--- config.mk ---
export PLATFORM = sky130hd
export DESIGN_NAME = digit_counter_mod
export DESIGN_NICKNAME = d
export VERILOG_FILES = /design/src/rtl/digit_counter_mod_pkg.sv /design/src/rtl/digit_counter_mod_seg7_decode.sv /design/src/rtl/digit_counter_mod.sv
export SDC_FILE = /design/constraint.sdc
export NUM_CORES = 1
export LEC_CHECK = 0
export BUFFER_PORTS_ARGS = -buffer_cell sky130_fd_sc_hd__buf_4
export CAP_MARGIN = 20
export CORE_MARGIN = 2
export CORE_UTILIZATION = 45
export CTS_CLUSTER_SIZE = 24
export DETAILED_ROUTE_END_ITERATION = 16
export PLACE_DENSITY = 0.69
export SLEW_MARGIN = 0
export SYNTH_ARGS = -nofsm -noshare
export SYNTH_HDL_FRONTEND = slang
export SYNTH_SLANG_ARGS = --single-unit
--- constraint.sdc ---
create_clock -name clk -period 3.9 [get_ports clk]
set_input_delay 0.39 -clock clk [delete_from_list [all_inputs] [get_ports clk]]
set_output_delay 0.39 -clock clk [all_outputs]
set_load 0.005 [all_outputs]
--- src/rtl/digit_counter_mod_pkg.sv ---
// Shared 7-segment definitions for the clock display digits.
// Patterns are {g,f,e,d,c,b,a} and active-low; active-high users invert them.
package digit_counter_mod_pkg;

    localparam logic [6:0] SEG_0   = 7'b1000000;
    localparam logic [6:0] SEG_1   = 7'b1111001;
    localparam logic [6:0] SEG_2   = 7'b0100100;
    localparam logic [6:0] SEG_3   = 7'b0110000;
    localparam logic [6:0] SEG_4   = 7'b0011001;
    localparam logic [6:0] SEG_5   = 7'b0010010;
    localparam logic [6:0] SEG_6   = 7'b0000010;
    localparam logic [6:0] SEG_7   = 7'b1111000;
    localparam logic [6:0] SEG_8   = 7'b0000000;
    localparam logic [6:0] SEG_9   = 7'b0010000;
    localparam logic [6:0] SEG_A   = 7'b0001000;
    localparam logic [6:0] SEG_B   = 7'b0000011;
    localparam logic [6:0] SEG_C   = 7'b1000110;
    localparam logic [6:0] SEG_D   = 7'b0100001;
    localparam logic [6:0] SEG_E   = 7'b0000110;
    localparam logic [6:0] SEG_F   = 7'b0001110;
    localparam logic [6:0] SEG_OFF = 7'b1111111;

    function automatic logic [6:0] seg_lookup(input logic [3:0] digit);
        logic [6:0] pattern;
        case (digit)
            4'h0:    pattern = SEG_0;
            4'h1:    pattern = SEG_1;
            4'h2:    pattern = SEG_2;
            4'h3:    pattern = SEG_3;
            4'h4:    pattern = SEG_4;
            4'h5:    pattern = SEG_5;
            4'h6:    pattern = SEG_6;
            4'h7:    pattern = SEG_7;
            4'h8:    pattern = SEG_8;
            4'h9:    pattern = SEG_9;
            4'hA:    pattern = SEG_A;
            4'hB:    pattern = SEG_B;
            4'hC:    pattern = SEG_C;
            4'hD:    pattern = SEG_D;
            4'hE:    pattern = SEG_E;
            default: pattern = SEG_F;
        endcase
        return pattern;
    endfunction

endpackage

--- src/rtl/digit_counter_mod_seg7_decode.sv ---
// Combinational hex-to-7-segment decoder shared by every display digit.
// Values that do not fit in one hex digit are shown blank.
module seg7_decode
    import digit_counter_mod_pkg::*;
#(
    parameter int WIDTH      = 4,
    parameter int SEG_ACT_LO = 1
) (
    input  logic [WIDTH-1:0] i_val,
    input  logic             i_blank,
    output logic [6:0]       o_seg
);

    logic       w_over;
    logic [3:0] w_nib;
    logic [6:0] w_seg_lo;

    generate
        if (WIDTH > 4) begin : g_wide
            assign w_over = |i_val[WIDTH-1:4];
        end else begin : g_narrow
            assign w_over = 1'b0;
        end
    endgenerate

    assign w_nib    = 4'(i_val);
    assign w_seg_lo = (i_blank || w_over) ? SEG_OFF : seg_lookup(w_nib);

    generate
        if (SEG_ACT_LO != 0) begin : g_act_lo
            assign o_seg = w_seg_lo;
        end else begin : g_act_hi
            assign o_seg = ~w_seg_lo;
        end
    endgenerate

endmodule

--- src/rtl/digit_counter_mod.sv ---
// Single clock-display digit: up/down modulo counter with run-time limit,
// parallel load, registered 7-segment output and carry/borrow enable pulses.
module digit_counter_mod
    import digit_counter_mod_pkg::*;
#(
    parameter int WIDTH      = 4,
    parameter int MODULO     = 10,
    parameter int RESET_VAL  = 0,
    parameter int SEG_ACT_LO = 1
) (
    input  logic             clk,
    input  logic             rst,
    input  logic             en,
    input  logic             up,
    input  logic             ld,
    input  logic [WIDTH-1:0] ld_val,
    input  logic [WIDTH-1:0] lim,
    input  logic             blank,
    output logic [WIDTH-1:0] value,
    output logic [6:0]       seg,
    output logic             carry,
    output logic             borrow
);

    localparam logic [WIDTH-1:0] TOP_STATIC = WIDTH'(MODULO - 1);
    localparam logic [WIDTH-1:0] RST_VALUE  = WIDTH'(RESET_VAL);
    localparam logic [WIDTH-1:0] ZERO       = '0;
    localparam logic [WIDTH-1:0] ONE        = WIDTH'(1);

    logic [WIDTH-1:0] r_value;
    logic [6:0]       r_seg;
    logic             r_carry;
    logic             r_borrow;

    logic [WIDTH-1:0] w_top;
    logic [WIDTH-1:0] w_value_next;
    logic             w_carry_next;
    logic             w_borrow_next;
    logic [WIDTH-1:0] w_dec_in;
    logic             w_dec_blank;
    logic [6:0]       w_seg_next;

    assign w_top = (lim > TOP_STATIC) ? TOP_STATIC : lim;

    // A value left above a lowered limit is only corrected on the next en/ld.
    always_comb begin
        w_value_next  = r_value;
        w_carry_next  = 1'b0;
        w_borrow_next = 1'b0;
        if (ld) begin
            w_value_next = (ld_val > w_top) ? w_top : ld_val;
        end else if (en) begin
            if (up) begin
                if (r_value >= w_top) begin
                    w_value_next = ZERO;
                    w_carry_next = 1'b1;
                end else begin
                    w_value_next = r_value + ONE;
                end
            end else begin
                if (r_value == ZERO) begin
                    w_value_next  = w_top;
                    w_borrow_next = 1'b1;
                end else if (r_value > w_top) begin
                    w_value_next = w_top;
                end else begin
                    w_value_next = r_value - ONE;
                end
            end
        end
    end

    // Decoding the next value keeps seg aligned with value on the same edge.
    assign w_dec_in    = rst ? RST_VALUE : w_value_next;
    assign w_dec_blank = rst ? 1'b0 : blank;

    seg7_decode #(
        .WIDTH      (WIDTH),
        .SEG_ACT_LO (SEG_ACT_LO)
    ) u_seg7_decode (
        .i_val   (w_dec_in),
        .i_blank (w_dec_blank),
        .o_seg   (w_seg_next)
    );

    always_ff @(posedge clk) begin
        r_seg <= w_seg_next;
        if (rst) begin
            r_value  <= RST_VALUE;
            r_carry  <= 1'b0;
            r_borrow <= 1'b0;
        end else begin
            r_value  <= w_value_next;
            r_carry  <= w_carry_next;
            r_borrow <= w_borrow_next;
        end
    end

    assign value  = r_value;
    assign seg    = r_seg;
    assign carry  = r_carry;
    assign borrow = r_borrow;

endmodule

# == Word-level counts from Yosys, hierarchy flattened ==
# Memory sizes are Yosys's and may differ from the RTL's. A register that Yosys moved wholly into a read port is not among the register bits.
# Cells that the tools add are included.
# word_totals
reg_bits,6
rom_bits,112
inputBits,14
wordCells,27
mem_count,1
# classes
add_sub_neg,2
magnitude_cmp,4
muxes,12
n_bitwise,2
n_reduce_logical,3
# mem_list
name,words,width,rd,rd_ports_with_merged_regs,wr,line_no,text
(name not given),16,7,1,1,0,digit_counter_mod_pkg.sv:25,case (digit)
# ops
operator,n
two-way mux 4 bit,9
> comparator 4 bit,2
OR reduction 4 bit,2
adder 4 x 1 -> 4 bit (second input constant),1
greater-or-equal comparator 4 bit,1
> comparator 4 bit (second input constant),1
zero test 4 bit,1
subtractor 4 x 1 -> 4 bit (second input constant),1
two-way mux 1 bit,3
NOT 1 bit,2

# == Longest topological paths before layout ==
# depth
ltp_word,9
mapped_depth,16

# == Modules after synthesis ==
# From an unflattened synthesis, not the netlist that was laid out.
# unflattened
cells_unflattened,131
area_unflattened_um2,1193.6
# modules_own_cells
module,instances,cells_each,area_per_inst_um2,seq_area_each_um2
digit_counter_mod,1,96,894.6,260.2
seg7_decode,1,35,299.0,0.0

# == Worst setup path before layout ==
# No wires, ideal clock.
# synth_path
path_type,input -> register
startpoint,in lim[3]
endpoint,"reg r_seg[3], in the netlist seg[3]"
setup_ps,137
arrival_time_ps,2974
t_required_ps,3763
slack_ps,789
cell_stages,14
cell_sequence,inv_1 -> nand2_1 -> ha_1 -> nor2b_1 -> o211ai_1 -> a31oi_1 -> or3_1 -> o31ai_1 -> a311oi_1 -> a2111o_1 -> ha_1 -> nor2_1 -> nor4bb_1 -> a41oi_1
# synth_between
elab_chain_len,9
word_cells_on_any_way,13
classes_between,order compare: 4; mux: 9
# synth_rtl
item,line_no,text
start: declaration,digit_counter_mod.sv:17,"input logic [WIDTH-1:0] lim,"
> comparator 4 bit,digit_counter_mod.sv:43,assign w_top = (lim > TOP_STATIC) ? TOP_STATIC : lim;
two-way mux 4 bit (*),digit_counter_mod.sv:43,
> comparator 4 bit,digit_counter_mod.sv:64,end else if (r_value > w_top) begin
two-way mux 4 bit,digit_counter_mod.sv:64,
two-way mux 4 bit,digit_counter_mod.sv:61,if (r_value == ZERO) begin
two-way mux 4 bit,digit_counter_mod.sv:53,if (up) begin
two-way mux 4 bit,digit_counter_mod.sv:52,end else if (en) begin
two-way mux 4 bit (*),digit_counter_mod.sv:50,if (ld) begin
two-way mux 4 bit (*),--,
end: declaration,digit_counter_mod.sv:31,logic [6:0] r_seg;
# Mark *: on every way between the ends. The rest lies on a longest branch, timed or not.
# A chain may end at the register's enable or synchronous reset.

# == Worst setup path in the final report ==
# Same ends and word-level chain as after synthesis.

==> flow_summary.yaml <==
outcome:
  status: "finished, final reports clean"
synth:
  synth.largest_area_cell: "dfxtp_1"
  yosys_register_bits: 13
  synth.yosys.seq_area_share_pct: 22.5
  syn_area_um2: 1160
  synth.area.top_cells: "dfxtp_1 22%, ha_1 17%, o221ai_1 4.5%"
  synthArstFlopShare_pct: 0
  synth_top_area_share_pct: 22.5
  synthesis.nets: 167
  syn_area_per_cell_um2: 8.46
  yosysWarnings: 0
  synthFlopType: "dfxtp_1"
  syn_inst: 137
  synth_cell_type_count: 45
  synth-edff-count: 0
sta:
  tightest_slew_ps: 459
  slew_headroom_pct: 69.4
  setup_viol: 0
  holdWs_ps: 345
  max_freq_mhz: 294
  clock_skew_ps: 8.68
  finalHoldViolCount: 0
  final.setup.tns_ps: 0
  fin_crit_sh_pct: 87.1
  min_period_ps: 3400
  rsz0062_at_grt: "false"
  slew_violations: 0
routing:
  ant_nets: 0
  via_per_inst: 5.97
  avgRoutedWirePerCell_um: 14.5
  wl_um: 2790
  drtPass1Iterations: 4
  drtIter0Drc: 79
  vias: 1146
  drc: 0
clock_network:
  htree_levels: 1
  clkSlewWorstSetupHoldPaths_ps: 70
  clkLatencyLatePin_ps: 290
  cts_hold_buf: 0
  cts_setup_buffers: 0
  clock_path_buffers: 2
  cts_root_buf: "clkbuf_4"
  numCtsBuffers: 3
  cts_tree: "done"
  cts_sinks: 13
  cts-resized-gates: 0
critical_path:
  startpoint_type: "input pin"
  cpPeakStageDelay_ps: 430
  crit_required_ps: 4020
  rrSetupSlack_ps: 520
  cp-startpoint: "lim[3]"
  critPathKind: "input pin to flop"
  crit_slowest_cell: "a2111o_1"
  critPathMaxFanout: 6
  timing.rr.start: "value[1]"
  cp-end-kind: "flop"
  path_cells: "buf_4 -> inv_1 -> nand2_1 -> ha_1 -> nor2b_1 -> o211ai_1 -> a31oi_1 -> or3_1 -> o31ai_1 -> a311oi_1 -> a2111o_1 -> ha_1 -> nor2_1 -> nor4bb_1 -> a41oi_1"
  crit_arrival_ps: 3520
  crit_top_cell: "ha_1"
place:
  routabilityCongestion: 0.840
  postPlaceCellArea_um2: 1360
  io_buffers: 26
  dp.final_hpwl_um: 2230
die:
  ios: 27
  die_w_um: 54.7
  die_y_um: 54.7
  std_cell_rows: 18
  core-area_um2: 2450
  start_util_pct: 47.2
  dieArea_um2: 3000
power:
  ir_worst_vdd_uv: 238
  powerDensity_nw_per_um2: 331
  power.leakage_nw: 0.646
  internal_power_mw: 0.293
  power_frac_clock_pct: 18.4
  power_switching_mw: 0.165
  power_frac_seq_pct: 36.3
  p_sw_share_pct: 35.9
  pwr-share-comb_pct: 45.4
  total_power_mw: 0.458
layout:
  post-route-util_pct: 56.3
  n_antenna_cell: 0
  syn_to_final_growth_pct: 19.3
  finish.instance_area_um2: 1380
  drive_above_1_share_pct: 20.4
  nFillCells: 246
  fin_nets: 193
grt:
  grt_pass1_wl_um: 4760
  antenna_found_initial: 0
  overflow: 0
  grt_max_degree: 14
  grt_pass1_vias: 1068
  track_usage_pct: 22.7
worst_hold_path:
  hold_class: "input pin to flop"
  min-delay-start: "rst"
flow_run:
  drv_cap: 0
[power groups by stage]
stage | registers (mW) | clock network, mW | logic, mW
CTS | 0.166 | 0.0869 | 0.206
detailed placement | 0.169 | 0 | 0.205
finish | 0.166 | 0.0841 | 0.208
floorplan | 0.168 | 0 | 0.138
global route | 0.169 | 0.0953 | 0.233
global placement | 0.170 | 0 | 0.202
[logic make-up (layout without fill, tap and decap cells)]
logic type	count (synthesis)	in the layout	share of synthesized area [%]
simple gates	45	45	21.8
compound gates	36	36	23.8
buf+inv	18	43	7.24
fa+ha+maj	16	16	17.3
flops	13	13	22.5
mux	5	5	4.43
xor+xnor	4	4	3.02
[synthesized netlist by cell type (2+ instances only)]
cell / count
ha_1: 16
dfxtp_1: 13
inv_1: 13
nand2_1: 12
a21oi_1: 6
nor2_1: 6
o221ai_1: 6
o21ai_0: 5
mux2i_1: 4
a31oi_1: 3
and3_1: 3
nand3_1: 3
nand4_1: 3
or3_1: 3
xnor2_1: 3
a2111o_1: 2
a311oi_1: 2
buf_6: 2
clkbuf_1: 2
nand2b_1: 2
nand3b_1: 2
nor3_1: 2
or2b_1: 2
[registers in the layout (all words and copies together) (netlist names)]
name / count
value: 4
carry: 1
seg: 7
borrow: 1
[final cells by class]
class	instances	area [µm²]	area share, %
timing repair buffer	26	195	14.1
tap	30	37.5	2.71
sequential	13	260	18.8
multi-input combinational	106	815	58.9
inverter	13	48.8	3.53
clock buffer	4	26.3	1.90
[cells in the final DEF (no fill, tap or decap), drive strengths merged, types with 2 or more instances in the layout]
cell	n
nand3	3
inv	13
or3	4
nand2b	2
nand2	12
clkbuf	4
ha	16
or2b	2
nand4	3
o221ai	6
and3	3
a21oi	6
a311oi	2
nor3	2
nand3b	2
o21ai	5
dfxtp	13
xnor2	3
nor2	6
buf	26
a2111o	2
a31oi	3
nor2b	2
mux2i	4
[path summary, 6_finish.rpt]
path	end	depth (start not counted)
hold reg to reg	borrow	2
hold / removal	borrow	2
setup reg to reg	seg[3]	12
setup / recovery	seg[3]	15
[through the flow]
step           setup slack [ps]  std cells
3_3_place_gp                360        188
4_1_cts                     560        192
2_1_floorplan               789        137
6_report                    502        192
3_5_place_dp                272        188
5_1_grt                     281        192
[routing by layer]
layer | part of all wire [%] | routed length, µm | GRT usage, %
met1 | 46 | 1270 | 28.5
met3 | 8.1 | 227 | 8.20
met2 | 44 | 1230 | 33.9
met5 | 0 | 0 | 0
met4 | 2.3 | 63 | 10.8
[worst max-delay path, delay by kind of cell]
family	cells	cell delay (ps)
compound gates	6	1280
simple gates	5	960
fa+ha+maj	2	660
buf+inv	2	220
No activity file was read; power rests on OpenSTA's default activity.
